File: config.mk
export PLATFORM = sky130hd
export DESIGN_NAME = stopwatch_ctrl_param
export DESIGN_NICKNAME = d
export VERILOG_FILES = /design/src/rtl/stopwatch_pkg.sv /design/src/rtl/rise_detect.sv /design/src/rtl/stopwatch_ctrl_param.sv
export SDC_FILE = /design/constraint.sdc
export NUM_CORES = 1
export LEC_CHECK = 0
export BUFFER_PORTS_ARGS = -buffer_cell sky130_fd_sc_hd__buf_4
export CELL_PAD_IN_SITES_DETAIL_PLACEMENT = 2
export CELL_PAD_IN_SITES_GLOBAL_PLACEMENT = 2
export CORE_ASPECT_RATIO = 1.1
export CORE_MARGIN = 8
export CORE_UTILIZATION = 30
export DETAILED_ROUTE_END_ITERATION = 10
export HOLD_SLACK_MARGIN = 0.12
export PLACE_DENSITY = 0.85
export SLEW_MARGIN = 20
export SYNTH_ARGS = -nofsm -noshare
export SYNTH_HDL_FRONTEND = slang
export SYNTH_HIERARCHICAL = 1
export SYNTH_SLANG_ARGS = --single-unit
File: constraint.sdc
create_clock -name clk -period 2.2 [get_ports clk]
set_clock_uncertainty 0.1 [all_clocks]
set_input_delay 0.33 -clock clk [delete_from_list [all_inputs] [get_ports clk]]
set_output_delay 0.33 -clock clk [all_outputs]
set_load 0.1 [all_outputs]
File: src/rtl/stopwatch_pkg.sv
// Shared types and limits for the stopwatch controller.
package stopwatch_pkg;

  typedef enum logic [1:0] {
    ST_RUN   = 2'd0,
    ST_PAUSE = 2'd1,
    ST_SET   = 2'd2,
    ST_CLEAR = 2'd3
  } state_t;

  localparam int unsigned SEC_MAX_DEF = 59;
  localparam int unsigned MIN_MAX_DEF = 59;

  // Bits needed to hold values 0..max_val.
  function automatic int unsigned field_width(input int unsigned max_val);
    return (max_val < 1) ? 1 : $clog2(max_val + 1);
  endfunction

endpackage

File: src/rtl/rise_detect.sv
// Single-bit rising-edge detector; pulse is high for one cycle per 0->1 transition.
module rise_detect (
  input  logic clk,
  input  logic reset,
  input  logic i_level,
  output logic o_rise_c
);

  logic r_prev;

  always_ff @(posedge clk or posedge reset) begin
    if (reset) r_prev <= 1'b0;
    else       r_prev <= i_level;
  end

  assign o_rise_c = i_level & ~r_prev;

endmodule

File: src/rtl/stopwatch_ctrl_param.sv
// Minutes:seconds stopwatch/timer with run, pause, adjust and clear modes.
// Ticks are one-cycle enables from the upstream divider; outputs are registered.
module stopwatch_ctrl_param
  import stopwatch_pkg::*;
#(
  parameter int unsigned SEC_MAX = SEC_MAX_DEF,
  parameter int unsigned MIN_MAX = MIN_MAX_DEF,
  parameter int unsigned SEC_W   = field_width(SEC_MAX_DEF),
  parameter int unsigned MIN_W   = field_width(MIN_MAX_DEF)
) (
  input  logic             clk,
  input  logic             reset,
  input  logic             count_tick,
  input  logic             adj_tick,
  input  logic             blink_tick,
  input  logic             pause_btn,
  input  logic             clr_btn,
  input  logic             adj,
  input  logic             sel,
  input  logic             count_down,
  output logic [MIN_W-1:0] min,
  output logic [SEC_W-1:0] sec,
  output logic             blink,
  output logic             done,
  output logic             sat
);

  localparam logic [SEC_W-1:0] SEC_LIM = SEC_W'(SEC_MAX);
  localparam logic [MIN_W-1:0] MIN_LIM = MIN_W'(MIN_MAX);

  logic w_pause_rise;
  logic w_clr_rise;

  rise_detect u_pause_rise (
    .clk      (clk),
    .reset    (reset),
    .i_level  (pause_btn),
    .o_rise_c (w_pause_rise)
  );

  rise_detect u_clr_rise (
    .clk      (clk),
    .reset    (reset),
    .i_level  (clr_btn),
    .o_rise_c (w_clr_rise)
  );

  state_t           r_state;
  state_t           w_state_nxt;
  logic [MIN_W-1:0] r_min;
  logic [SEC_W-1:0] r_sec;
  logic             r_blink;
  logic             r_done;
  logic             r_sat;
  logic             r_cd_prev;
  logic [MIN_W-1:0] w_min_nxt;
  logic [SEC_W-1:0] w_sec_nxt;
  logic             w_blink_nxt;
  logic             w_done_nxt;
  logic             w_sat_nxt;

  always_ff @(posedge clk or posedge reset) begin
    if (reset) r_state <= ST_RUN;
    else       r_state <= w_state_nxt;
  end

  // Next state; clear beats pause beats the adj level everywhere.
  always_comb begin
    w_state_nxt = r_state;
    unique case (r_state)
      ST_RUN: begin
        if (w_clr_rise)        w_state_nxt = ST_CLEAR;
        else if (w_pause_rise) w_state_nxt = ST_PAUSE;
        else if (adj)          w_state_nxt = ST_SET;
      end
      ST_SET: begin
        if (w_clr_rise)        w_state_nxt = ST_CLEAR;
        else if (w_pause_rise) w_state_nxt = ST_PAUSE;
        else if (!adj)         w_state_nxt = ST_RUN;
      end
      ST_PAUSE: begin
        if (w_clr_rise)        w_state_nxt = ST_CLEAR;
        else if (w_pause_rise) w_state_nxt = adj ? ST_SET : ST_RUN;
      end
      ST_CLEAR: begin
        if (w_pause_rise)      w_state_nxt = ST_PAUSE;
        else if (adj)          w_state_nxt = ST_SET;
        else                   w_state_nxt = ST_RUN;
      end
    endcase
  end

  // Count datapath; ticks act according to the state held during this cycle.
  always_comb begin
    w_min_nxt   = r_min;
    w_sec_nxt   = r_sec;
    w_blink_nxt = 1'b0;
    w_done_nxt  = r_done;
    w_sat_nxt   = r_sat;
    case (r_state)
      ST_RUN: begin
        if (count_tick && !count_down) begin
          if (r_sec < SEC_LIM) begin
            w_sec_nxt = r_sec + SEC_W'(1);
          end else if (r_min < MIN_LIM) begin
            w_sec_nxt = '0;
            w_min_nxt = r_min + MIN_W'(1);
          end else begin
            w_sat_nxt = 1'b1;
          end
        end else if (count_tick) begin
          if (r_sec != '0) begin
            w_sec_nxt = r_sec - SEC_W'(1);
          end else if (r_min != '0) begin
            w_sec_nxt = SEC_LIM;
            w_min_nxt = r_min - MIN_W'(1);
          end else begin
            w_done_nxt = 1'b1;
          end
        end
      end
      ST_SET: begin
        if (adj_tick) begin
          if (sel) w_sec_nxt = (r_sec >= SEC_LIM) ? '0 : r_sec + SEC_W'(1);
          else     w_min_nxt = (r_min >= MIN_LIM) ? '0 : r_min + MIN_W'(1);
          w_done_nxt = 1'b0;
          w_sat_nxt  = 1'b0;
        end
        // Blink drops to 0 on the same edge that leaves SET.
        if (w_state_nxt == ST_SET) w_blink_nxt = r_blink ^ blink_tick;
      end
      ST_CLEAR: begin
        w_min_nxt  = '0;
        w_sec_nxt  = '0;
        w_done_nxt = 1'b0;
        w_sat_nxt  = 1'b0;
      end
      default: ;
    endcase
    if (count_down != r_cd_prev) begin
      w_done_nxt = 1'b0;
      w_sat_nxt  = 1'b0;
    end
  end

  always_ff @(posedge clk or posedge reset) begin
    if (reset) begin
      r_min     <= '0;
      r_sec     <= '0;
      r_blink   <= 1'b0;
      r_done    <= 1'b0;
      r_sat     <= 1'b0;
      r_cd_prev <= 1'b0;
    end else begin
      r_min     <= w_min_nxt;
      r_sec     <= w_sec_nxt;
      r_blink   <= w_blink_nxt;
      r_done    <= w_done_nxt;
      r_sat     <= w_sat_nxt;
      r_cd_prev <= count_down;
    end
  end

  assign min   = r_min;
  assign sec   = r_sec;
  assign blink = r_blink;
  assign done  = r_done;
  assign sat   = r_sat;

endmodule

# Word-level counts from Yosys, hierarchy flattened
# Index checks and enable logic that the tools add are counted.
# Widths: inputs -> output; s select.
[word_totals] ff_bits=20 latchBits=0 mem_bits_rw=0 rom_bits=0 in_bits=10 output_inout_bits=15 wordCells=101 n_memories=0
[op_classes] n_addsub=4 multipliers=0 div_mod_pow=0 n_lt_le_gt_ge=4 n_eq_ne=23 shift=0 muxes=45 n_bitwise=5 reduce_logical=11
[op_table] op="$mux 6" n=18
[op_table] op="$ne 3x3->1 const B" n=13
[op_table] op="$pmux 6 s3" n=2
[op_table] op="$mux 2" n=10
[op_table] op="$add 6x1->6 const B" n=2
[op_table] op="$ge 6x6->1 const B" n=2
[op_table] op="$lt 6x6->1 const B" n=2
[op_table] op="$mux 1" n=12
[op_table] op="$reduce_and 6->1" n=2
[op_table] op="$reduce_bool 6->1" n=2
[op_table] op="$sub 6x1->6 const B" n=2
[op_table] op="$ne 4x4->1 const B" n=2
[op_table] op="$pmux 2 s4" n=1
[op_table] op="$reduce_and 8->1" n=1
[op_table] op="$eq 2x2->1 const B" n=3
[op_table] op="$ne 2x2->1 const B" n=3
[op_table] op="$pmux 1 s3" n=2
[op_table] op="$reduce_and 5->1" n=1
[op_table] op="$reduce_bool 4->1" n=1
[op_table] op="$reduce_bool 3->1" n=1
[op_table] op="$and 1x1->1" n=2
[op_table] op="$eq 2x1->1 const B" n=1
[op_table] op="$logic_not 2->1" n=1
[op_table] op="$not 1->1" n=2
[op_table] op="4 further kinds" n=4

# Logic depth before layout (Yosys ltp)
# Gate-level depths: netlist (run 1).
[depth] word_depth=8 depth_mapped=8

# Cells and area by module
# Netlist (run 1), hierarchy kept.
[modules_own_cells] module="stopwatch_ctrl_param" instances=1 cells_each=178 area_per_inst_um2=1492.7
[modules_own_cells] module="rise_detect" instances=2 cells_each=3 area_per_inst_um2=42.5

# Worst setup path after synthesis (run 1)
# OpenSTA, ideal clock, no wires.
[synth_timing] path_type="reg2reg" from="register r_sec[0] (netlist: sec[0])" to="register r_min[0] (netlist: min[0])" setup_time_ns=0.126 arrival_time_ns=2.637 t_required_ns=1.974 setup_slack_ns=-0.663 path_stages_with_launch=9 path_cell_list="dfrtp_1 inv_1 ha_1 or4b_4 nor3_4 a21oi_2 or2_1 buf_6 mux2_4"
[synth_between] elab_chain_cells=3
[synth_rtl] element="start, declared" line_no="stopwatch_ctrl_param.sv:51" rtl="logic [SEC_W-1:0] r_sec;"
[synth_rtl] element="start signal, assigned" line_no="stopwatch_ctrl_param.sv:156" rtl="r_sec <= w_sec_nxt;"
[synth_rtl] element="$lt 6x6->1 or $reduce_bool 6->1 (tied branches)" line_no="stopwatch_ctrl_param.sv:103, stopwatch_ctrl_param.sv:112"
[synth_rtl] element="$ne 3x3->1 (no source line)"
[synth_rtl] element="$reduce_and 8->1 (no source line) *"
[synth_rtl] element="end signal, assigned" line_no="stopwatch_ctrl_param.sv:155" rtl="r_min <= w_min_nxt;"
[synth_rtl] element="end, declared" line_no="stopwatch_ctrl_param.sv:50" rtl="logic [MIN_W-1:0] r_min;"
# Mark *: on every way between the ends. The rest lies on a longest branch, timed or not.
# A chain may end at the register's enable or synchronous reset.

# Worst setup path in the final report (run 1)
[layout_timing] from="register r_sec[1] (netlist: sec[1])" to="register r_min[0] (netlist: min[0])"
# The elaborated chain is that of the path after synthesis.

==> summary.txt, run 1 <==
Status
  • Status: finished with violations
  • Failing checks: negative setup slack

Cells and area
  • # fillers: 560
  • P&R area growth vs syn: 45.1%
  • Final #Nets: between 200 and 300
  • Diode count: 0
  • Layout cells sized above 1: 43.3%
  • Design Area, Final: 2290 µm²
  • Final std cells w/o fill: 298

Worst setup path
  • WP buf/inv: 1
  • Crit path max fanout: 6
  • Crit-path slowest cell: dfrtp_4
  • Top cell family by delay on the critical path: simple AND/OR/NAND/NOR gates
  • Slowest stage delay, CP: 0.51 ns
  • Crit-path cells: inv_4 > ha_4 > or4b_4 > nor3_4 > a21oi_2 > or2_4 > mux2_4
  • Endpoint class of the critical path: flop
  • Crit path depth: 7
  • Setup CP Type: flop to flop
  • Worst path required time: around 2.3 ns
  • CP Data Arrival Time: 2.42 ns
  • Reg2reg path depth: 7
  • Startpoint type of the worst setup path: flop

Floorplanning
  • Die width: ~85 µm
  • Rows: 27
  • Die area: approximately 7800 µm²
  • # IOs: 25
  • Initial Util: a little under a third
  • Area of the core: approximately 5000 µm²
  • Die Ht: between 90 and 100 µm

Synth
  • Post-synthesis instance area: 1580 µm²
  • Syn. warnings: 6
  • Post-Syn Nets: 199
  • Sequential-to-total area share from yosys stat: between 30% and 40%
  • Synth Register Bits: 20
  • Top_reg_cell synth: dfrtp_1
  • Yosys cell types: between 50 and 60
  • Number of synthesized flops with an enable pin: 0
  • Post-Syn Instances: about 180
  • Syn Area/Cell: between 8 and 9 µm²
  • Async set-reset flop share out of synthesis: between 90% and 100%

Drt
  • DRC viols: 0
  • Wl on met1: about 2700 µm
  • Met3 wire length: between 200 and 250 µm
  • Wirelength per Cell: approximately 23 µm
  • Met2 Wirelength: ~3800 µm
  • Highest routing layer actually used: met4
  • DRT Pass-1 Iters: 4
  • Vias per inst: around 5.9
  • Final WL: roughly 6900 µm
  • Initial DRC count: 52
  • Vias: 1763
  • ANT nets after route: 0

Power and ir drop
  • Worst IR Drop VDD: about 0.67 mV
  • Cell Pwr Density: between 1500 and 2000 nW/µm²
  • P_leak: 0.943 nW

GRT
  • Largest net degree at the start of global routing: 20
  • Global route overflow: 0
  • Number of global-route vias before repair: 1993
  • Initial antenna violation count: 0
  • First-pass GRT wire length: about 11000 µm
  • Total track usage: roughly 17%

Placed design
  • PortBufs: 24
  • Post-detail-place hpwl: between 4000 and 5000 µm
  • Cell Count Post-Placement: about 280
  • RD Place Congestion: roughly 0.8
  • Placed Area: around 2000 µm²
  • DP Worst Slack: -0.204 ns

Timing
  • RSZ-0062 raised after global routing: true
  • Final Setup Violations: 11
  • Crit path time final: between 2 and 2.5 ns
  • Max Fclk: between 400 and 500 MHz
  • Slew headroom: 46.2%
  • Slew @ Worst Pin: 0.807 ns
  • Hold Slack: around 0.2 ns
  • Setup ws final: -0.145 ns
  • Tcrit/Tclk final: 107%
  • Setup TNS Final: -1.19 ns
  • Max-slew violations: 0
  • Fin. Hold Viols: 0

Hold path
  • Hold WC Path Type: primary input to flop
  • Number of stages on the worst hold path: 3

CTS
  • Clock Latency Late Sink: a little under 0.3 ns
  • CTS tree: yes
  • Clock-pin slew on the worst setup and hold paths: 0.09 ns
  • TritonCTS Buffers: 3
  • CTS Sinks: 20
  • Clock buffer depth: 2
  • # H-tree levels: 1
  • Root buffer cell: clkbuf_8

Flow run
  • Maxcap violations: 0
cell families after synthesis:
group | count (synthesis) | synth area share (%)
AND/OR/NAND/NOR | 65 | 24.0
AO/OA/AOI/OAI | 63 | 27.4
buffers and inverters | 21 | 6.58
flip-flops | 20 | 31.7
XOR/XNOR | 6 | 3.33
adder cells (fa/ha/maj) | 5 | 3.97
multiplexers | 4 | 3.01
worst min-delay path, delay by kind of cell:
kind	cells	cell delay [ns]
xor+xnor	1	0.10
simple gates	1	0.04
buf+inv	1	0.08
path summary, 6_finish.rpt:
| check | start | end | slack [ns] |
|---|---|---|---|
| max | sec[1] | min[0] | -0.14 |
| min | blink_tick | blink | 0.21 |
| max reg2reg | sec[1] | min[0] | -0.14 |
| min reg2reg | done | done | 0.44 |
| min in group asynchronous | reset | u_pause_rise/r_prev | 0.34 |
| max in group asynchronous | reset | min[1] | 0.74 |
synthesized netlist by cell type, types with 3 or more instances:
| master | instances | area (µm²) |
|---|---|---|
| a31oi_1 | 4 | 25.0 |
| nor2b_1 | 4 | 25.0 |
| nor2_1 | 15 | 56.3 |
| dfrtp_1 | 20 | 500 |
| inv_1 | 9 | 33.8 |
| a21oi_1 | 15 | 75.1 |
| nand3_1 | 4 | 20.0 |
| ha_1 | 5 | 62.6 |
| o22ai_1 | 3 | 18.8 |
| xnor2_1 | 5 | 43.8 |
| nand3b_1 | 3 | 22.5 |
| clkbuf_1 | 5 | 18.8 |
| o21ai_0 | 11 | 55.1 |
| nor3_1 | 9 | 45.0 |
| nand2_1 | 10 | 37.5 |
| o2bb2ai_1 | 3 | 26.3 |
| o31ai_1 | 5 | 37.5 |
| nand2b_1 | 4 | 25.0 |
cells in the final DEF, fill, tap and decap left out, types with 5 or more instances in the layout:
cell type | Yosys | final
buf_4 | 1 | 57
nor2_1 | 15 | 15
a21oi_1 | 15 | 15
nand2_1 | 10 | 10
o21ai_0 | 11 | 9
dfrtp_1 | 20 | 9
nor3_1 | 9 | 8
inv_1 | 9 | 7
dfrtp_2 | 0 | 7
xnor2_1 | 5 | 5
state kept, by name, summed over array words and instances, names as in the netlist:
| register | flops |
|---|---|
| min | 6 |
| sec | 6 |
| r_state | 2 |
| blink | 1 |
| done | 1 |
| r_cd_prev | 1 |
| sat | 1 |
| u_clr_rise/r_prev | 1 |
| u_pause_rise/r_prev | 1 |
through the flow:
step	power (mW)	util, %
after floorplan	2.62	-
after global placement	3.36	40.2
after detailed placement	3.46	40.2
after CTS	4.00	44.2
after global routing	4.39	45.5
final	4.18	45.5
routing by layer:
metal / GRT usage (%) / vias up
met5: 0 / -
met3: 3.03 / 15
met1: 18.4 / 909
li1: - / 795
met4: 9.36 / 0
met2: 31.8 / 44
layout make-up:
| cell class | count | area, µm² | area share [%] |
|---|---|---|---|
| clock buffers | 4 | 55.1 | 2.40 |
| inverters | 9 | 38.8 | 1.69 |
| multi-input cells | 143 | 1100 | 47.9 |
| flip-flops and latches | 20 | 524 | 22.9 |
| well taps | 58 | 72.6 | 3.17 |
| repair buffers | 64 | 502 | 21.9 |
power breakdown:
group          internal, mW  total (mW)  switching [mW]
registers             0.526       0.652           0.126
clock network         0.161       0.320           0.159
logic                  1.12        3.21            2.08
repair_timing:
item / in CTS / in global routing
pin swaps: 8 / 4
setup buffers: 5 / 2
gates resized for setup: 15 / 9
setup endpoints to repair: 12 / 12
hold endpoints to repair: 5 / 0
hold buffers: 4 / 0
Power figures use the tool's default switching activity.
==> run 2, diff against run 1 <==
--- a/config.mk
+++ b/config.mk
@@ -14,6 +14,7 @@
 export DETAILED_ROUTE_END_ITERATION = 10
 export HOLD_SLACK_MARGIN = 0.12
 export PLACE_DENSITY = 0.85
+export REMOVE_ABC_BUFFERS = 1
 export SLEW_MARGIN = 20
 export SYNTH_ARGS = -nofsm -noshare
 export SYNTH_HDL_FRONTEND = slang
==> run 2 against run 1 <==
  * The run still ends with negative setup slack left
  * Setup slack better by 0.12 ns
  * Sequential share of layout area down 0.35 points
  * Global-route usage up 0.22 points
  * Final cell count down 0.67%
  * Highest routed layer unchanged
==> summary.txt, run 2 (synthesis results as in run 1) <==
Timing
  • Final Setup Violations: 1 (-10)
  • Slew headroom: 48.9% (+2.7 points)
  • Max-slew violations: 0 (unchanged)
  • Setup ws final: -0.0287 ns (+0.116 ns)
  • Tcrit/Tclk final: 101% (-5.3 points)
  • Crit path time final: 2.23 ns (-0.116 ns)
  • RSZ-0062 raised after global routing: true
  • Fin. Hold Viols: 0 (unchanged)
  • Slew @ Worst Pin: 0.766 ns (-0.0405 ns)
  • Max Fclk: 449 MHz (+5.2%)

GRT
  • Global routing usage on met1: 21.8% (+3.4 points)
  • Initial antenna violation count: 0 (unchanged)
  • Met3 Use GR: 2.85% (-0.18 points)
  • Number of global-route vias before repair: 1978 (-0.75%)
  • Most Crowded Layer GR: met2
  • Total track usage: 17.6% (+0.22 points)
  • Largest net degree at the start of global routing: 19 (-5.0%)
  • GR met2 Demand/Resource: 29.7% (-2.2 points)
  • First-pass GRT wire length: 11000 µm (+3.5%)
  • Global route overflow: 0 (unchanged)

Cells and area
  • Seq. cell area: 500 µm² (-4.5%)
  • Multi-input logic area: 1060 µm² (-3.2%)
  • Final #Nets: 254 (-0.78%)
  • Commonest non-fill, non-tap cells in the layout: buf_4, dfrtp_1, nor2_1
  • Layout cells sized above 1: 36.1% (-7.2 points)
  • P&R area growth vs syn: 40.7%
  • # fillers: 543 (-3.0%)
  • Commonest non-fill, non-tap cell in the layout: buf_4
  • Design Area, Final: 2220 µm² (-3.1%)
  • Diode count: 0 (unchanged)
  • Final core utilization: 44.1% (-1.4 points)

Worst setup path
  • CP Data Arrival Time: 2.29 ns (-0.13 ns)
  • Startpoint type of the worst setup path: flop
  • Crit-path slowest cell: or4b_4
  • Endpoint class of the critical path: flop
  • Setup CP Type: flop to flop
  • Worst path required time: 2.26 ns (about the same)
  • Slowest stage delay, CP: 0.48 ns (-0.03 ns)
  • Crit-path cells: inv_2 > ha_4 > or4b_4 > nor3_4 > a21oi_2 > or2_4 > mux2_4
  • Crit path max fanout: 6 (unchanged)

Floorplanning
  • Die area: 7840 µm² (unchanged)
  • Rows: 27 (unchanged)
  • Die Ht: 92.1 µm (unchanged)
  • Initial Util: 31.3% (unchanged)
  • Die width: 85.1 µm (unchanged)
  • Area of the core: 5030 µm² (unchanged)
  • # IOs: 25 (unchanged)

CTS
  • Root buffer cell: clkbuf_8
  • TritonCTS Buffers: 3 (unchanged)
  • Clock-pin slew on the worst setup and hold paths: 0.09 ns (about the same)
  • CTS tree: yes
  • Clock Latency Late Sink: 0.27 ns (-0.02 ns)
  • CTS Sinks: 20 (unchanged)
  • Clock buffer depth: 2 (unchanged)
  • # H-tree levels: 1 (unchanged)

Placed design
  • Placed Area: 1970 µm² (-2.6%)
  • Post-detail-place hpwl: 4520 µm (-0.15%)
  • DP Worst Slack: -0.188 ns (+0.0164 ns)
  • PortBufs: 24 (unchanged)
  • RD Place Congestion: 0.840 (+2.0%)

Flow run
  • Maxcap violations: 0 (unchanged)

Drt
  • Wirelength per Cell: 22.7 µm (-2.6%)
  • DRC viols: 0 (unchanged)
  • DRT Pass-1 Iters: 4 (unchanged)
  • Final WL: 6710 µm (-3.2%)
  • ANT nets after route: 0 (unchanged)
  • Vias per inst: 5.94 (+0.45%)
  • Initial DRC count: 103 (+98%)
  • Vias: 1759 (-0.23%)

Status
  • Failing checks: negative setup slack
  • Status: finished with violations

Power and ir drop
  • Cell Pwr Density: 1870 nW/µm² (+2.3%)
  • Worst IR Drop VDD: 0.755 mV (+12%)
  • P_leak: 0.945 nW (+0.27%)

Hold path
  • Hold WC Path Type: primary input to flop
## run 2: cell types whose count changed in the layout (fill, tap and decap cells not counted), moves of 2 or more
cell       previous run  this run
o2bb2ai_2             2         0
o22ai_4               2         0
o2bb2ai_1             1         3
buf_6                 3         1
dfrtp_2               7         0
dfrtp_1               9        20
inv_4                 2         0
dfrtp_4               4         0
inv_2                 0         2
o22ai_1               1         3
## run 2: per-stage QoR
stage	hold WS (ns)	power [mW]	std cells	setup TNS [ns]
5_1_grt	0.250	4.35	296	-0.426
3_5_place_dp	0.0963	3.39	282	-1.25
3_3_place_gp	0.0885	3.28	282	-0.0944
4_1_cts	0.248	4.00	294	-0.346
6_report	0.253	4.14	296	-0.0287
2_1_floorplan	-0.0413	2.45	172	-5.72
## run 2: worst paths after layout
path | from | to | slack, ns | cells past startpoint
max reg2reg | sec[0] | min[0] | -0.03 | 7
min | blink_tick | blink | 0.25 | 3
min in group asynchronous | reset | u_clr_rise/r_prev | 0.36 | 3
max in group asynchronous | reset | sec[4] | 0.85 | 3
max | sec[0] | min[0] | -0.03 | 7
min reg2reg | done | done | 0.43 | 2
## run 2: final cells by class
class / count / area share (%)
clock inverter: 1 / 1.35
sequential: 20 / 22.5
tap: 58 / 3.27
clock buffer: 3 / 1.86
timing repair buffer: 62 / 21.6
multi-input combinational: 143 / 47.9
inverter: 9 / 1.52
## run 2: per-layer routing
layer	wire, µm	up-vias
li1	-	790
met1	2980	905
met2	3310	49
met3	260	15
met4	166	0
met5	0	-
## run 2: what timing repair did
| item | CTS | global route |
|---|---|---|
| hold endpoints to repair | 5 | 0 |
| pin swaps | 6 | 2 |
| hold buffers | 4 | 0 |
| buffers inserted | 4 | 2 |
| setup endpoints to repair | 12 | 12 |
| gates cloned | 0 | 0 |
| gates resized for setup | 12 | 8 |
## run 2: worst max-delay path, delay by kind of cell, from the launching register on
family,cells,cell delay [ns]
adders and majority gates,1,0.13
and+or+nand+nor,3,0.97
DFF,1,0.41
muxes,1,0.31
buffers and inverters,1,0.09
AOI/OAI and AO/OA,1,0.11
## run 2: power breakdown
group,internal [mW],leakage (nW),total (mW),switching (mW)
clock,0.243,0.0357,0.388,0.144
combinational,1.09,0.656,3.14,2.05
sequential,0.493,0.253,0.615,0.122
total,1.83,0.945,4.14,2.31
==> run 3, diff against run 2 <==
--- a/config.mk
+++ b/config.mk
@@ -5,15 +5,16 @@
 export SDC_FILE = /design/constraint.sdc
 export NUM_CORES = 1
 export LEC_CHECK = 0
+export ABC_AREA = 1
 export BUFFER_PORTS_ARGS = -buffer_cell sky130_fd_sc_hd__buf_4
 export CELL_PAD_IN_SITES_DETAIL_PLACEMENT = 2
 export CELL_PAD_IN_SITES_GLOBAL_PLACEMENT = 2
 export CORE_ASPECT_RATIO = 1.1
-export CORE_MARGIN = 8
-export CORE_UTILIZATION = 30
+export CORE_MARGIN = 2
+export CORE_UTILIZATION = 28
 export DETAILED_ROUTE_END_ITERATION = 10
 export HOLD_SLACK_MARGIN = 0.12
-export PLACE_DENSITY = 0.85
+export PLACE_DENSITY = 0.86
 export REMOVE_ABC_BUFFERS = 1
 export SLEW_MARGIN = 20
 export SYNTH_ARGS = -nofsm -noshare
==> run 3 against run 2 <==
  * The flow now finishes without violations
  * Flip-flop and latch count unchanged
  * Count of clock-buffer cells in the layout did not move
  * Global-route usage is 1.1 points higher
  * Synthesized area increased by 5.0%
  * Final area decreased by 6.1%
  * Via count fell by 1.8%
  * Routed wire length fell by 18%
  * Die area decreased by 16%
  * Setup slack gained 0.23 ns
  * First-iteration DRC count down 34%
  * Hold slack got worse by 0.024 ns
  * Final cell count grew 20%
==> summary.txt, run 3 <==
Status
  • Status: finished, final reports clean

Synth
  • Async set-reset flop share out of synthesis: 100% (unchanged)
  • Synth Register Bits: 20 (unchanged)
  • Count leader, synth: nand2_1
  • Number of synthesized flops with an enable pin: 0 (unchanged)
  • Largest area contributor in the netlist: dfrtp_1
  • Yosys cell types: 32 (-40%)
  • Post-synth top cells: nand2_1, inv_1, nand3_1, dfrtp_1, nor2_1
  • Post-Syn Instances: 243 (+32%)
  • Syn Area/Cell: 6.82 µm² (-20%)
  • Post-synthesis instance area: 1660 µm² (+5.0%)
  • Sequential-to-total area share from yosys stat: 30.2% (-1.5 points)
  • Top_reg_cell synth: dfrtp_1
  • Synth area leaders: dfrtp_1, nand2_1, nand3_1, inv_1, o21ai_0
  • Top cell type's share of synthesized area: 30.2% (-1.5 points)
  • Syn. warnings: 6 (unchanged)

Worst setup path
  • CP most frequent cell: nand2_1
  • Worst path required time: 2.28 ns (+0.02 ns)
  • Crit path max fanout: 7 (+1)
  • Endpoint class of the critical path: flop
  • Crit-path slowest cell: dfrtp_1
  • Startpoint type of the worst setup path: flop
  • CP Data Arrival Time: 2.08 ns (-0.21 ns)
  • Setup CP Type: flop to flop
  • Slowest stage delay, CP: 0.48 ns (about the same)
  • Crit-path cells: inv_2 > ha_1 > nand3_1 > nor2_4 > o21ai_0 > nand3b_4 > nand2_4 > nand2_1 > nand2_1

GRT
  • Number of global-route vias before repair: 1981 (+0.15%)
  • Largest net degree at the start of global routing: 19 (unchanged)
  • Total track usage: 18.7% (+1.1 points)
  • First-pass GRT wire length: 9730 µm (-12%)
  • Initial antenna violation count: 0 (unchanged)
  • Global route overflow: 0 (unchanged)

Floorplanning
  • Rows: 29 (+7.4%)
  • Area of the core: 5730 µm² (+14%)
  • Initial Util: 28.9% (-2.4 points)
  • Die Ht: 84.7 µm (-8.0%)
  • # IOs: 25 (unchanged)
  • Die area: 6550 µm² (-16%)
  • Die width: 77.3 µm (-9.2%)

Drt
  • Wirelength per Cell: 15.5 µm (-32%)
  • DRT Pass-1 Iters: 4 (unchanged)
  • ANT nets after route: 0 (unchanged)
  • Initial DRC count: 68 (-34%)
  • Vias per inst: 4.85 (-18%)
  • DRC viols: 0 (unchanged)
  • Final WL: 5510 µm (-18%)
  • Vias: 1727 (-1.8%)

Cells and area
  • Final #Nets: 295 (+16%)
  • Final std cells w/o fill: 356 (+20%)
  • Layout cells sized above 1: 20.4% (-16 points)
  • Design Area, Final: 2080 µm² (-6.1%)
  • Commonest non-fill, non-tap cell in the layout: nand2_1
  • Commonest non-fill, non-tap cells in the layout: nand2_1, inv_1, buf_4
  • Diode count: 0 (unchanged)
  • P&R area growth vs syn: 25.8%

CTS
  • Clock Latency Late Sink: 0.28 ns (about the same)
  • TritonCTS Buffers: 3 (unchanged)
  • Post-CTS Setup Inserts: 0 (-4)
  • # H-tree levels: 1 (unchanged)
  • CTS tree: yes
  • CTS Sinks: 20 (unchanged)
  • Clock-pin slew on the worst setup and hold paths: 0.09 ns (about the same)
  • Clock buffer depth: 2 (unchanged)
  • Root buffer cell: clkbuf_8

Hold path
  • Hold WC Path Type: primary input to flop

Timing
  • RSZ-0062 raised after global routing: false
  • Final Setup Violations: 0 (-1)
  • Tcrit/Tclk final: 90.8% (-11 points)
  • Slew headroom: 45.6% (-3.2 points)
  • Setup ws final: 0.203 ns (+0.232 ns)
  • Max Fclk: 501 MHz (+12%)
  • Slew @ Worst Pin: 0.815 ns (+0.0487 ns)
  • Fin. Hold Viols: 0 (unchanged)
  • Crit path time final: 2.00 ns (-0.232 ns)
  • Max-slew violations: 0 (unchanged)

Placed design
  • DP Worst Slack: 0.165 ns (+0.353 ns)
  • Placed Area: 1960 µm² (-0.44%)
  • Post-detail-place hpwl: 4380 µm (-3.0%)
  • Cell Count Post-Placement: 348 (+23%)
  • PortBufs: 24 (unchanged)
  • RD Place Congestion: 0.796 (-5.3%)

Flow run
  • Maxcap violations: 0 (unchanged)
==> run 3: changes by cell type after synthesis, sizes merged, moves of 7 or more <==
cell   previous run  this run
a21oi            16         6
inv               9        37
nand2            10        76
nand3             4        28
nor2             16        28
nor3             10         1
o21ai            11        18
==> run 3: path summary, 6_finish.rpt <==
check | start | to | slack, ns | cells past startpoint
max reg2reg | sec[0] | min[2] | 0.20 | 9
max in group asynchronous | reset | r_state[0] | 0.81 | 3
min | blink_tick | blink | 0.23 | 4
min in group asynchronous | reset | u_pause_rise/r_prev | 0.36 | 3
min reg2reg | done | done | 0.44 | 2
max | sec[0] | min[2] | 0.20 | 9
==> run 3: final cells by class <==
| cell class | count | area (µm²) |
|---|---|---|
| clock inverters | 1 | 30.0 |
| inverters | 37 | 139 |
| fillers | 736 | 3650 |
| clock buffers | 3 | 41.3 |
| flip-flops and latches | 20 | 500 |
| multi-input cells | 183 | 1000 |
| repair buffers | 35 | 273 |
| well taps | 77 | 96.3 |
==> run 3: worst max-delay path: cells and delay by family, from the launching register on <==
| family | cells | cell delay [ns] |
|---|---|---|
| AND/OR/NAND/NOR | 6 | 0.77 |
| flip-flops | 1 | 0.48 |
| adder cells (fa/ha/maj) | 1 | 0.22 |
| buffers and inverters | 1 | 0.15 |
| AO/OA/AOI/OAI | 1 | 0.16 |
==> run 3: timing repair <==
item                                   in CTS  in global routing
endpoints found under the hold margin       5                  0
hold buffers                                4                  0
gates resized for setup                     0                  3
setup endpoints to repair                   0                  8
==> run 3: per-layer routing <==
metal  GRT usage [%]  up-vias  share of wire [%]
met5               0        -                  0
met4            5.36        0                1.3
met3            1.72        5                1.4
met2            34.9       15                 52
met1            22.5      865                 45
li1                -      842                  -
==> run 3: kinds of logic (layout without fill, tap and decap cells) <==
group	after synthesis	count (layout)	synth area share [%]
AND/OR/NAND/NOR	142	142	42.4
buffers and inverters	40	76	9.82
AO/OA/AOI/OAI	29	29	10.0
flip-flops	20	20	30.2
XOR/XNOR	7	7	3.70
adder cells (fa/ha/maj)	5	5	3.78
==> run 3: per-stage QoR <==
stage	hold slack [ns]	TNS, ns	util, %
after global placement	0.0896	0	34.2
final	0.229	0	36.3
after global routing	0.253	0	36.3
after floorplan	-0.0413	-1.92	-
after detailed placement	0.0942	0	34.2
after CTS	0.227	0	36.2
Power of run 3 is not shown: default switching activity piles up to over one toggle a cycle in this logic, so the estimate is an artifact.
